**config.mk**
```make
export PLATFORM = sky130hd
export DESIGN_NAME = serial_adder_flat
export DESIGN_NICKNAME = d
export VERILOG_FILES = /design/src/rtl/serial_adder_if.sv /design/src/rtl/serial_adder.sv /design/src/flat_wrapper.sv
export SDC_FILE = /design/constraint.sdc
export NUM_CORES = 1
export LEC_CHECK = 0
export ABC_AREA = 1
export BUFFER_PORTS_ARGS = -buffer_cell sky130_fd_sc_hd__buf_2
export CORE_MARGIN = 1.5
export CORE_UTILIZATION = 38
export DETAILED_ROUTE_END_ITERATION = 6
export HOLD_SLACK_MARGIN = 0.15
export PLACE_DENSITY = 0.65
export SYNTH_ARGS = -nofsm -noshare
export SYNTH_HDL_FRONTEND = slang
export SYNTH_SLANG_ARGS = --single-unit
```
**constraint.sdc**
```tcl
create_clock -name clk -period 1.37 [get_ports clk]
set_clock_uncertainty 0.05 [all_clocks]
set_input_delay 0 -clock clk [delete_from_list [all_inputs] [get_ports clk]]
set_output_delay 0 -clock clk [all_outputs]
set_load 0.01 [all_outputs]
```
**src/rtl/serial_adder_if.sv**
```systemverilog
// serial_adder_if: request/result bundle for the bit-serial adder.
// master drives start/a/b/cin(/sub); slave returns busy/done/sum/cout.
interface serial_adder_if #(
  parameter int WIDTH = 8
) ();

  logic             start;
  logic [WIDTH-1:0] a;
  logic [WIDTH-1:0] b;
  logic             cin;
`ifdef SERIAL_ADDER_SUB_EN
  logic             sub;
`endif
  logic             busy;
  logic             done;
  logic [WIDTH-1:0] sum;
  logic             cout;

`ifdef SERIAL_ADDER_SUB_EN
  modport master (
    output start, a, b, cin, sub,
    input  busy, done, sum, cout
  );

  modport slave (
    input  start, a, b, cin, sub,
    output busy, done, sum, cout
  );
`else
  modport master (
    output start, a, b, cin,
    input  busy, done, sum, cout
  );

  modport slave (
    input  start, a, b, cin,
    output busy, done, sum, cout
  );
`endif

endinterface

```
**src/rtl/serial_adder.sv**
```systemverilog
// serial_adder: WIDTH-bit add, one bit per clock via a 1-bit full adder.
// Ports: clk, rst_n (async, active-low), bus (serial_adder_if.slave):
//   start/a/b/cin in, busy/done/sum/cout out. WIDTH legal 1..64.
// SERIAL_ADDER_SUB_EN adds bus.sub: load ~b with carry 1 for a-b.
module serial_adder #(
  parameter int WIDTH = 8
) (
  input  logic          clk,
  input  logic          rst_n,
  serial_adder_if.slave bus
);

  localparam int CW = $clog2(WIDTH) + 1;

  typedef enum logic {
    IDLE = 1'b0,
    RUN  = 1'b1
  } state_t;

  state_t           state_q;
  state_t           state_d;

  logic [WIDTH-1:0] opa_q;
  logic [WIDTH-1:0] opb_q;
  logic [WIDTH-1:0] acc_q;
  logic [WIDTH-1:0] acc_d;
  logic [CW-1:0]    cnt_q;
  logic             c_q;

  logic             busy_q;
  logic             done_q;
  logic [WIDTH-1:0] sum_q;
  logic             cout_q;

  logic             s;
  logic             c_d;
  logic             accept;
  logic             last;
  logic [WIDTH-1:0] opb_ld;
  logic             c_ld;

  // 1-bit full adder cell on the operand LSBs
  assign s   = opa_q[0] ^ opb_q[0] ^ c_q;
  assign c_d = (opa_q[0] & opb_q[0])
             | (c_q & (opa_q[0] ^ opb_q[0]));

  // new bit enters at the MSB; after WIDTH shifts bit 0 sits at LSB
  assign acc_d = (acc_q >> 1)
               | (WIDTH'(s) << (WIDTH - 1));

`ifdef SERIAL_ADDER_SUB_EN
  // two's complement subtract: a + ~b + 1
  assign opb_ld = bus.sub ? ~bus.b : bus.b;
  assign c_ld   = bus.sub ? 1'b1 : bus.cin;
`else
  assign opb_ld = bus.b;
  assign c_ld   = bus.cin;
`endif

  always_ff @(posedge clk or negedge rst_n) begin
    if (!rst_n) begin
      state_q <= IDLE;
    end else begin
      state_q <= state_d;
    end
  end

  always_comb begin
    state_d = state_q;
    accept  = 1'b0;
    last    = 1'b0;
    unique case (1'b1)
      (state_q == IDLE): begin
        if (bus.start) begin
          accept  = 1'b1;
          state_d = RUN;
        end
      end
      (state_q == RUN): begin
        if (cnt_q == CW'(WIDTH - 1)) begin
          last    = 1'b1;
          state_d = IDLE;
        end
      end
      default: state_d = IDLE;
    endcase
  end

  always_ff @(posedge clk or negedge rst_n) begin
    if (!rst_n) begin
      opa_q  <= '0;
      opb_q  <= '0;
      acc_q  <= '0;
      cnt_q  <= '0;
      c_q    <= 1'b0;
      busy_q <= 1'b0;
      done_q <= 1'b0;
      sum_q  <= '0;
      cout_q <= 1'b0;
    end else begin
      done_q <= 1'b0;
      if (accept) begin
        opa_q  <= bus.a;
        opb_q  <= opb_ld;
        c_q    <= c_ld;
        acc_q  <= '0;
        cnt_q  <= '0;
        busy_q <= 1'b1;
      end else if (state_q == RUN) begin
        opa_q <= opa_q >> 1;
        opb_q <= opb_q >> 1;
        c_q   <= c_d;
        acc_q <= acc_d;
        cnt_q <= cnt_q + CW'(1);
        // results publish only once, so no partial sums leak out
        if (last) begin
          sum_q  <= acc_d;
          cout_q <= c_d;
          done_q <= 1'b1;
          busy_q <= 1'b0;
        end
      end
    end
  end

  assign bus.busy = busy_q;
  assign bus.done = done_q;
  assign bus.sum  = sum_q;
  assign bus.cout = cout_q;

endmodule

```
**src/flat_wrapper.sv**
```systemverilog
// flat-port wrapper written by rule: the top's interface ports become plain ports
module serial_adder_flat 
#(
  parameter int WIDTH = 8
)
  (clk, rst_n, bus_start, bus_a, bus_b, bus_cin, bus_busy, bus_done, bus_sum, bus_cout);
  serial_adder_if #(.WIDTH(WIDTH)) bus_i ();
  input  logic clk;
  input  logic rst_n;
  input wire logic [$bits(bus_i.start)-1:0] bus_start;
  input wire logic [$bits(bus_i.a)-1:0] bus_a;
  input wire logic [$bits(bus_i.b)-1:0] bus_b;
  input wire logic [$bits(bus_i.cin)-1:0] bus_cin;
  output wire logic [$bits(bus_i.busy)-1:0] bus_busy;
  output wire logic [$bits(bus_i.done)-1:0] bus_done;
  output wire logic [$bits(bus_i.sum)-1:0] bus_sum;
  output wire logic [$bits(bus_i.cout)-1:0] bus_cout;
  assign bus_i.start = bus_start;
  assign bus_i.a = bus_a;
  assign bus_i.b = bus_b;
  assign bus_i.cin = bus_cin;
  assign bus_busy = bus_i.busy;
  assign bus_done = bus_i.done;
  assign bus_sum = bus_i.sum;
  assign bus_cout = bus_i.cout;
  serial_adder #(.WIDTH(WIDTH)) u_core (.clk(clk), .rst_n(rst_n), .bus(bus_i));
endmodule
```
; ---- Word-level counts from Yosys, hierarchy flattened
; Cells that the tools add are included.
[word_totals]
reg_bits = 41
latch_bits = 0
ramBits = 0
mem_bits_ro = 0
out_inout_bits = 11
elab_cells = 46
mem_count = 0
[classes]
n_addsub = 1
multipliers = 0
n_div = 0
order_cmp = 0
eq_ne = 1
shifts = 0
mux = 22
bitwise = 8
n_reduce_logical = 4
[op_table]
columns = cell, n
row1 = $mux 8, 6
row2 = $mux 1, 13
row3 = $mux 4, 2
row4 = $or 7x8->8, 1
row5 = $add 4x1->4 const B, 1
row6 = $eq 4x3->1 const B, 1
row7 = $reduce_bool 2->1, 2
row8 = $reduce_and 3->1, 1
row9 = $and 1x1->1, 2
row10 = $not 1->1, 2
row11 = $pmux 1 s2, 1
row12 = $reduce_and 2->1, 1
row13 = $xor 1x1->1, 2
row14 = $or 1x1->1, 1

; ---- Logic depth before layout (Yosys ltp)
; Gate-level depths: netlist of the first run.
[depth]
ltp_word = 6
mapped_depth = 6

; ---- Least setup slack after synthesis of the first run
; Ideal clock, no wire load.
[synth_timing]
kind = reg2reg
startpoint = register u_core.c_q
endpoint = register u_core.sum_q[7], in the netlist u_core.bus.sum[7]
setup_ns = 0.065
arrival_ns = 1.056
setup_slack_ns = 0.199
stages_incl_launch_ff = 4
synth_period_minus_slack_ns = 1.171
path_cell_list = dfrtp_1 -> fa_1 -> nand3_1 -> nand2_1
[synth_between]
elab_chain_len = 2
[synth_rtl]
columns = element, line
row1 = from (decl), serial_adder.sv:28  ; logic c_q;
row2 = from (signal assigned), serial_adder.sv:105  ; c_q <= c_ld;
row3 = $xor 1x1->1, serial_adder.sv:43  ; assign s = opa_q[0] ^ opb_q[0] ^ c_q;
row4 = $or 7x8->8, serial_adder.sv:49  ; | (WIDTH'(s) << (WIDTH - 1));
row5 = named net u_core.acc_d[7], serial_adder.sv:26  ; logic [WIDTH-1:0] acc_d;
row6 = to (signal assigned), serial_adder.sv:98  ; sum_q <= '0;
row7 = to (signal assigned), serial_adder.sv:117  ; sum_q <= acc_d;
row8 = to (decl), serial_adder.sv:32  ; logic [WIDTH-1:0] sum_q;
; The timed path passes the listed nets, and every way through them passes these cells.
; A chain may end at the register's enable or synchronous reset.

; ---- Worst setup path after layout of the first run
[layout_timing]
startpoint = register u_core.c_q
endpoint = register u_core.acc_q[7]
[layout_between]
elab_chain_len = 4
[layout_rtl]
columns = element, line
row1 = $xor 1x1->1, serial_adder.sv:43
row2 = $or 7x8->8, serial_adder.sv:49
row3 = named net u_core.acc_d[7], serial_adder.sv:26
row4 = $mux 8, serial_adder.sv:109  ; end else if (state_q == RUN) begin
row5 = $mux 8, serial_adder.sv:102  ; if (accept) begin
row6 = to (signal assigned), serial_adder.sv:93  ; acc_q <= '0;
row7 = to (signal assigned), serial_adder.sv:106  ; acc_q <= '0;
row8 = to (signal assigned), serial_adder.sv:113  ; acc_q <= acc_d;
row9 = to (decl), serial_adder.sv:25  ; logic [WIDTH-1:0] acc_q;
; The timed path passes the listed nets, and every way through them passes these cells. The select of a mux whose other input is x is not followed.

==> flow_metrics.env, run 1 <==
export IMPL_layout_nets=271
export IMPL_synthMuxAreaShare=0
export IMPL_timing_final_crit_share=0.923
export IMPL_antenna_found_initial=0
export IMPL_period_minus_slack_ns=1.26
export IMPL_async_flop_share=1.00
export IMPL_die_w_um=69.3
export IMPL_slew_viol_final=0
export IMPL_grt_total_usage=0.158
export IMPL_synthesis_area_um2=1670
export IMPL_drive_above_1_share=0.220
export IMPL_slowest_delay_ns=0.51
export IMPL_drt_iter0_drc=81
export IMPL_postCtsSetupRepairBufs=0
export IMPL_yosysTopAreaCellShare=0.599
export IMPL_pin_count=31
export IMPL_synth_top_family_by_area="simple AND/OR/NAND/NOR gates"
export IMPL_critPathMaxFanout=2
export IMPL_cts_root_buf="clkbuf_8"
export IMPL_grt_pass1_wl_um=6120
export IMPL_core_um2=4120
export IMPL_highest_layer="met4"
export IMPL_power_density_nw_per_um2=2000
export IMPL_yosys_warnings=0
export IMPL_max_clock_path_buffers=2
export IMPL_yosysTopAreaCell="dfrtp_1"
export IMPL_maxSlewHeadroom=0.835
export IMPL_worst_setup_path_type="reg2reg"
export IMPL_place_ws_ns=0.0724
export IMPL_ys_types=16
export IMPL_required_ns=1.50
export IMPL_syn_area_per_cell_um2=8.88
export IMPL_whs_ns=0.383
export IMPL_synthTopCellsByCount="nand2_1, dfrtp_1, nand3_1, inv_1, o22ai_1"
export IMPL_r2r_slack_ns=0.11
export IMPL_synth_edff_count=0
export IMPL_synth_simple_area_share=0.294
export IMPL_synthTopCellsByArea="dfrtp_1, nand2_1, nand3_1"
export IMPL_antenna_cells=0
export IMPL_max_freq_mhz=791
export IMPL_clk_latency_ns=0.29
export IMPL_num_rows=23
export IMPL_synth_seq_cells=40
export IMPL_dr_pass1_iters=4
export IMPL_critPathLaunchType="flop"
export IMPL_avgViaCountPerCell=4.49
export IMPL_numCtsBuffers=5
export IMPL_fin_ws_ns=0.105
export IMPL_hold_viol=0
export IMPL_synth_compound_area_share=0.0337
export IMPL_status="finished, final reports clean"
export IMPL_met1_length_um=1660
export IMPL_syn_inst=188
export IMPL_ys_seq_area_frac=0.599
export IMPL_rsz0062_at_grt="no"
export IMPL_crit_chain="fa_1, nand2_1, o21ai_0"
export IMPL_synth_ff_type="dfrtp_1"
export IMPL_leakagePower_nw=1.22
export IMPL_vdd_ir_drop_max_uv=634
export IMPL_dp_hpwl_um=2260
export IMPL_grt_pass1_vias=1346
export IMPL_tns_ns=0
export IMPL_grt_overflow=0
export IMPL_die_area_um2=4800
export IMPL_maxCapViolCount=0
export IMPL_finalSetupViolCount=0
export IMPL_syn2layout_area_growth_pct=35.3
export IMPL_final_util=0.549
export IMPL_yosysMostFrequentCell="nand2_1"
export IMPL_holdCritPathClass="in2reg"
export IMPL_arrival_ns=1.39
export IMPL_gp_congestion=0.757
export IMPL_dr_total_vias=1346
export IMPL_initial_core_util=0.406
export IMPL_final_antenna_net_count=0
export IMPL_tritoncts="built"
export IMPL_wl_met2_um=1480
export IMPL_syn_nets=210
export IMPL_wl_met3_um=120
export IMPL_h_tree_depth=2
export IMPL_wire_per_inst_um=11.0
export IMPL_endpoint_kind="flop"
export IMPL_drt_wl_total_um=3310
export IMPL_grt_max_degree=20
export IMPL_synthAdderAreaFrac=0.0195
export IMPL_drc=0
export IMPL_synth_xor_xnor_area_share=0
export IMPL_die_h_um=69.3
export IMPL_worst_slew_pin_transition_ns=0.248
export IMPL_clk_pin_slew_ns=0.08
export IMPL_crit_path_top_delay_cell="fa_1"
export IMPL_port_buffers=30
export IMPL_cts_sinks=40
## critical path: cells and delay by family (launching register included)
| family | cells | cell delay (ns) |
|---|---|---|
| adder cells (fa/ha/maj) | 1 | 0.51 |
| flip-flops | 1 | 0.40 |
| AND/OR/NAND/NOR | 1 | 0.10 |
| AO/OA/AOI/OAI | 1 | 0.08 |
## sequential cells by signal, summed over array words and instances (netlist names)
register and cells:
u_core.c_q 1, u_core.bus.cout 1, u_core.bus.busy 1, u_core.opb_q 8, u_core.bus.done 1, u_core.bus.sum 8
u_core.cnt_q 4, u_core.state_q 1, u_core.acc_q 7, u_core.opa_q 8
## repair_timing
action                                  in CTS  in global routing
gates resized for setup                      0                  5
endpoints found under the hold margin       60                  0
hold buffers                                20                  0
endpoints found under the setup margin       0                 20
## metrics by stage
| step | instance area (um2) | total power, mW | instances |
|---|---|---|---|
| floorplan | 1670 | 2.93 | 188 |
| global placement | 1920 | 3.40 | 272 |
| detailed placement | 1920 | 3.45 | 272 |
| CTS | 2250 | 4.55 | 300 |
| global route | 2260 | 4.90 | 300 |
| finish | 2260 | 4.52 | 300 |
## worst paths after layout
kind                                 start         endpoint  cells after the start
min                               bus_b[7]  u_core.opb_q[7]                      4
min in group asynchronous            rst_n  u_core.acc_q[7]                      3
min reg2reg                u_core.bus.cout  u_core.bus.cout                      2
max reg2reg                     u_core.c_q  u_core.acc_q[7]                      3
max                             u_core.c_q  u_core.acc_q[7]                      3
max in group asynchronous            rst_n  u_core.opb_q[5]                      4
## report_power, final
group / switching [mW] / total [mW] / internal [mW]
Sequential: 0.273 / 1.90 / 1.63
Clock: 0.399 / 1.04 / 0.643
Combinational: 0.924 / 1.57 / 0.647
Total: 1.60 / 4.52 / 2.92
## cell families after synthesis
logic type	after synthesis
buf+inv	21
simple gates	115
fa+ha+maj	2
flops	40
compound gates	10
## area by class of cell
type	instances	area, um2
clock inverters	1	30.0
fillers	395	1860
multi-input cells	127	587
clock buffers	7	96.3
well taps	50	62.6
repair buffers	59	420
inverters	16	62.6
flip-flops and latches	40	1000
## placed cells by master, fill, tap and decap left out, drive strengths merged
| cell | count |
|---|---|
| a21oi | 1 |
| buf | 38 |
| bufinv | 1 |
| clkbuf | 8 |
| dfrtp | 40 |
| dlygate4sd3 | 20 |
| fa | 1 |
| ha | 1 |
| inv | 16 |
| nand2 | 83 |
| nand3 | 26 |
| nor2 | 6 |
| o21ai | 4 |
| o22ai | 5 |
## layer usage
metal / GRT usage / vias up
li1: - / 713
met1: 0.213 / 600
met2: 0.244 / 27
met3: 0.0494 / 6
met4: 0.0523 / 0
met5: 0 / -
Power figures use the tool's default switching activity.
==> inputs of run 2 (changes only) <==
--- a/config.mk
+++ b/config.mk
@@ -11,7 +11,7 @@
 export CORE_UTILIZATION = 38
 export DETAILED_ROUTE_END_ITERATION = 6
 export HOLD_SLACK_MARGIN = 0.15
-export PLACE_DENSITY = 0.65
+export PLACE_DENSITY = 0.67
 export SYNTH_ARGS = -nofsm -noshare
 export SYNTH_HDL_FRONTEND = slang
 export SYNTH_SLANG_ARGS = --single-unit
==> constraint.sdc (replaced) <==
create_clock -name clk -period 1.15 [get_ports clk]
set_clock_uncertainty 0.05 [all_clocks]
set_input_delay 0 -clock clk [delete_from_list [all_inputs] [get_ports clk]]
set_output_delay 0 -clock clk [all_outputs]
set_load 0.01 [all_outputs]
==> flow_metrics.env, run 2 (synthesis results as in run 1) <==
export IMPL_slew_viol_final=0
export IMPL_numCtsBuffers=5
export IMPL_drt_wl_total_um=3570
export IMPL_grt_pass1_vias=1358
export IMPL_syn2layout_area_growth_pct=42.8
export IMPL_maxCapViolCount=0
export IMPL_leakagePower_nw=1.25
export IMPL_final_common_cell="nand2_1"
export IMPL_status="finished with violations"
export IMPL_vdd_ir_drop_max_uv=770
export IMPL_holdCritPathClass="in2async"
export IMPL_dp_hpwl_um=2240
export IMPL_endpoint_kind="flop"
export IMPL_dr_pass1_iters=4
export IMPL_wire_per_inst_um=11.6
export IMPL_r2r_slack_ns=-0.05
export IMPL_cts_root_buf="clkbuf_8"
export IMPL_die_h_um=69.3
export IMPL_die_w_um=69.3
export IMPL_tns_ns=-0.169
export IMPL_layout_nets=279
export IMPL_fin_ws_ns=-0.0472
export IMPL_tritoncts="built"
export IMPL_placed_cell_area_um2=2010
export IMPL_grt_overflow=0
export IMPL_fillers=358
export IMPL_num_rows=23
export IMPL_gp_congestion=0.731
export IMPL_violations="negative setup slack"
export IMPL_initial_core_util=0.406
export IMPL_grt_total_usage=0.155
export IMPL_r2r_end="u_core.bus.sum[7]"
export IMPL_hold_viol=0
export IMPL_reg2regPathDepth=3
export IMPL_required_ns=1.33
export IMPL_port_buffers=30
export IMPL_final_util=0.580
export IMPL_period_minus_slack_ns=1.20
export IMPL_total_power_mw=5.74
export IMPL_drive_above_1_share=0.291
export IMPL_clk_latency_ns=0.29
export IMPL_h_tree_depth=2
export IMPL_final_instance_count_excl_fill=308
export IMPL_drc=0
export IMPL_arrival_ns=1.38
export IMPL_maxSlewHeadroom=0.837
export IMPL_critPathMaxFanout=2
export IMPL_antenna_found_initial=0
export IMPL_antenna_cells=0
export IMPL_rsz0062_at_grt="yes"
export IMPL_design_area_um2=2390
export IMPL_whs_ns=0.145
export IMPL_critPathLaunchType="flop"
export IMPL_final_cell_mix="nand2_1, dfrtp_1, buf_2, nand3_1, dlygate4sd3_1"
export IMPL_place_ws_ns=-0.0483
export IMPL_core_um2=4120
export IMPL_dr_total_vias=1422
export IMPL_final_antenna_net_count=0
export IMPL_grt_pass1_wl_um=6050
export IMPL_slowest_delay_ns=0.56
export IMPL_worst_slew_pin_transition_ns=0.245
export IMPL_crit_chain="fa_1, nand3_1, nand2_1"
export IMPL_crit_path_top_delay_cell="fa_1"
export IMPL_power_density_nw_per_um2=2410
export IMPL_max_clock_path_buffers=2
export IMPL_die_area_um2=4800
export IMPL_max_freq_mhz=835
export IMPL_pin_count=31
export IMPL_drt_iter0_drc=82
export IMPL_clk_pin_slew_ns=0.08
export IMPL_grt_max_degree=41
export IMPL_finalSetupViolCount=6
export IMPL_r2r_start="u_core.opa_q[0]"
export IMPL_worst_setup_path_type="reg2reg"
export IMPL_avgViaCountPerCell=4.62
export IMPL_timing_final_crit_share=1.04
export IMPL_cts_sinks=40
export IMPL_placed_cells=280
-- run 2: changes by cell type in the layout (fill, tap and decap cells not counted), sizes merged --
| cell | delta |
|---|---|
| buf | +10 |
| clkbuf | -2 |
| clkinv | +1 |
| dlygate4sd3 | -1 |
-- run 2: worst max-delay path by stage --
| stage | startpoint | to | slack [ns] | cells after the start |
|---|---|---|---|---|
| after global routing | u_core.opa_q[0] | u_core.acc_q[7] | -0.13 | 3 |
| after CTS | u_core.opa_q[0] | u_core.bus.sum[7] | -0.06 | 3 |
| after floorplan | u_core.opa_q[0] | u_core.bus.sum[7] | 0.0004 | 3 |
| final | u_core.opa_q[0] | u_core.bus.sum[7] | -0.05 | 3 |
| after detailed placement | u_core.state_q | u_core.opb_q[4] | -0.05 | 4 |
| after global placement | u_core.state_q | u_core.cnt_q[2] | -0.06 | 3 |
-- run 2: what timing repair did --
action,in CTS,in global routing
resized for setup,3,17
buffers inserted,0,1
endpoints found under the setup margin,38,40
pin swaps,0,9
endpoints found under the hold margin,59,0
hold buffers,19,0
-- run 2: power breakdown --
part / switching [mW] / internal [mW]
clock network: 0.466 / 0.644
logic: 1.26 / 1.05
registers: 0.371 / 1.95
-- run 2: critical path, delay by kind of cell, from the launching register on --
| kind | cells | cell delay [ns] |
|---|---|---|
| adders and majority gates | 1 | 0.56 |
| and+or+nand+nor | 2 | 0.13 |
| DFF | 1 | 0.40 |
-- run 2: layer usage --
layer / global-route usage / vias up / wire length, um
li1: - / 724 / -
met1: 0.209 / 652 / 1680
met2: 0.241 / 38 / 1650
met3: 0.0349 / 8 / 164
met4: 0.0675 / 0 / 80
met5: 0 / - / 0
-- run 2: final cells by class --
type | count | area (um2) | area share
timing repair buffer | 67 | 508 | 0.213
inverter | 16 | 62.6 | 0.0262
tap | 50 | 62.6 | 0.0262
clock buffer | 6 | 72.6 | 0.0304
multi-input combinational | 127 | 643 | 0.270
sequential | 40 | 1000 | 0.420
clock inverter | 2 | 35.0 | 0.0147
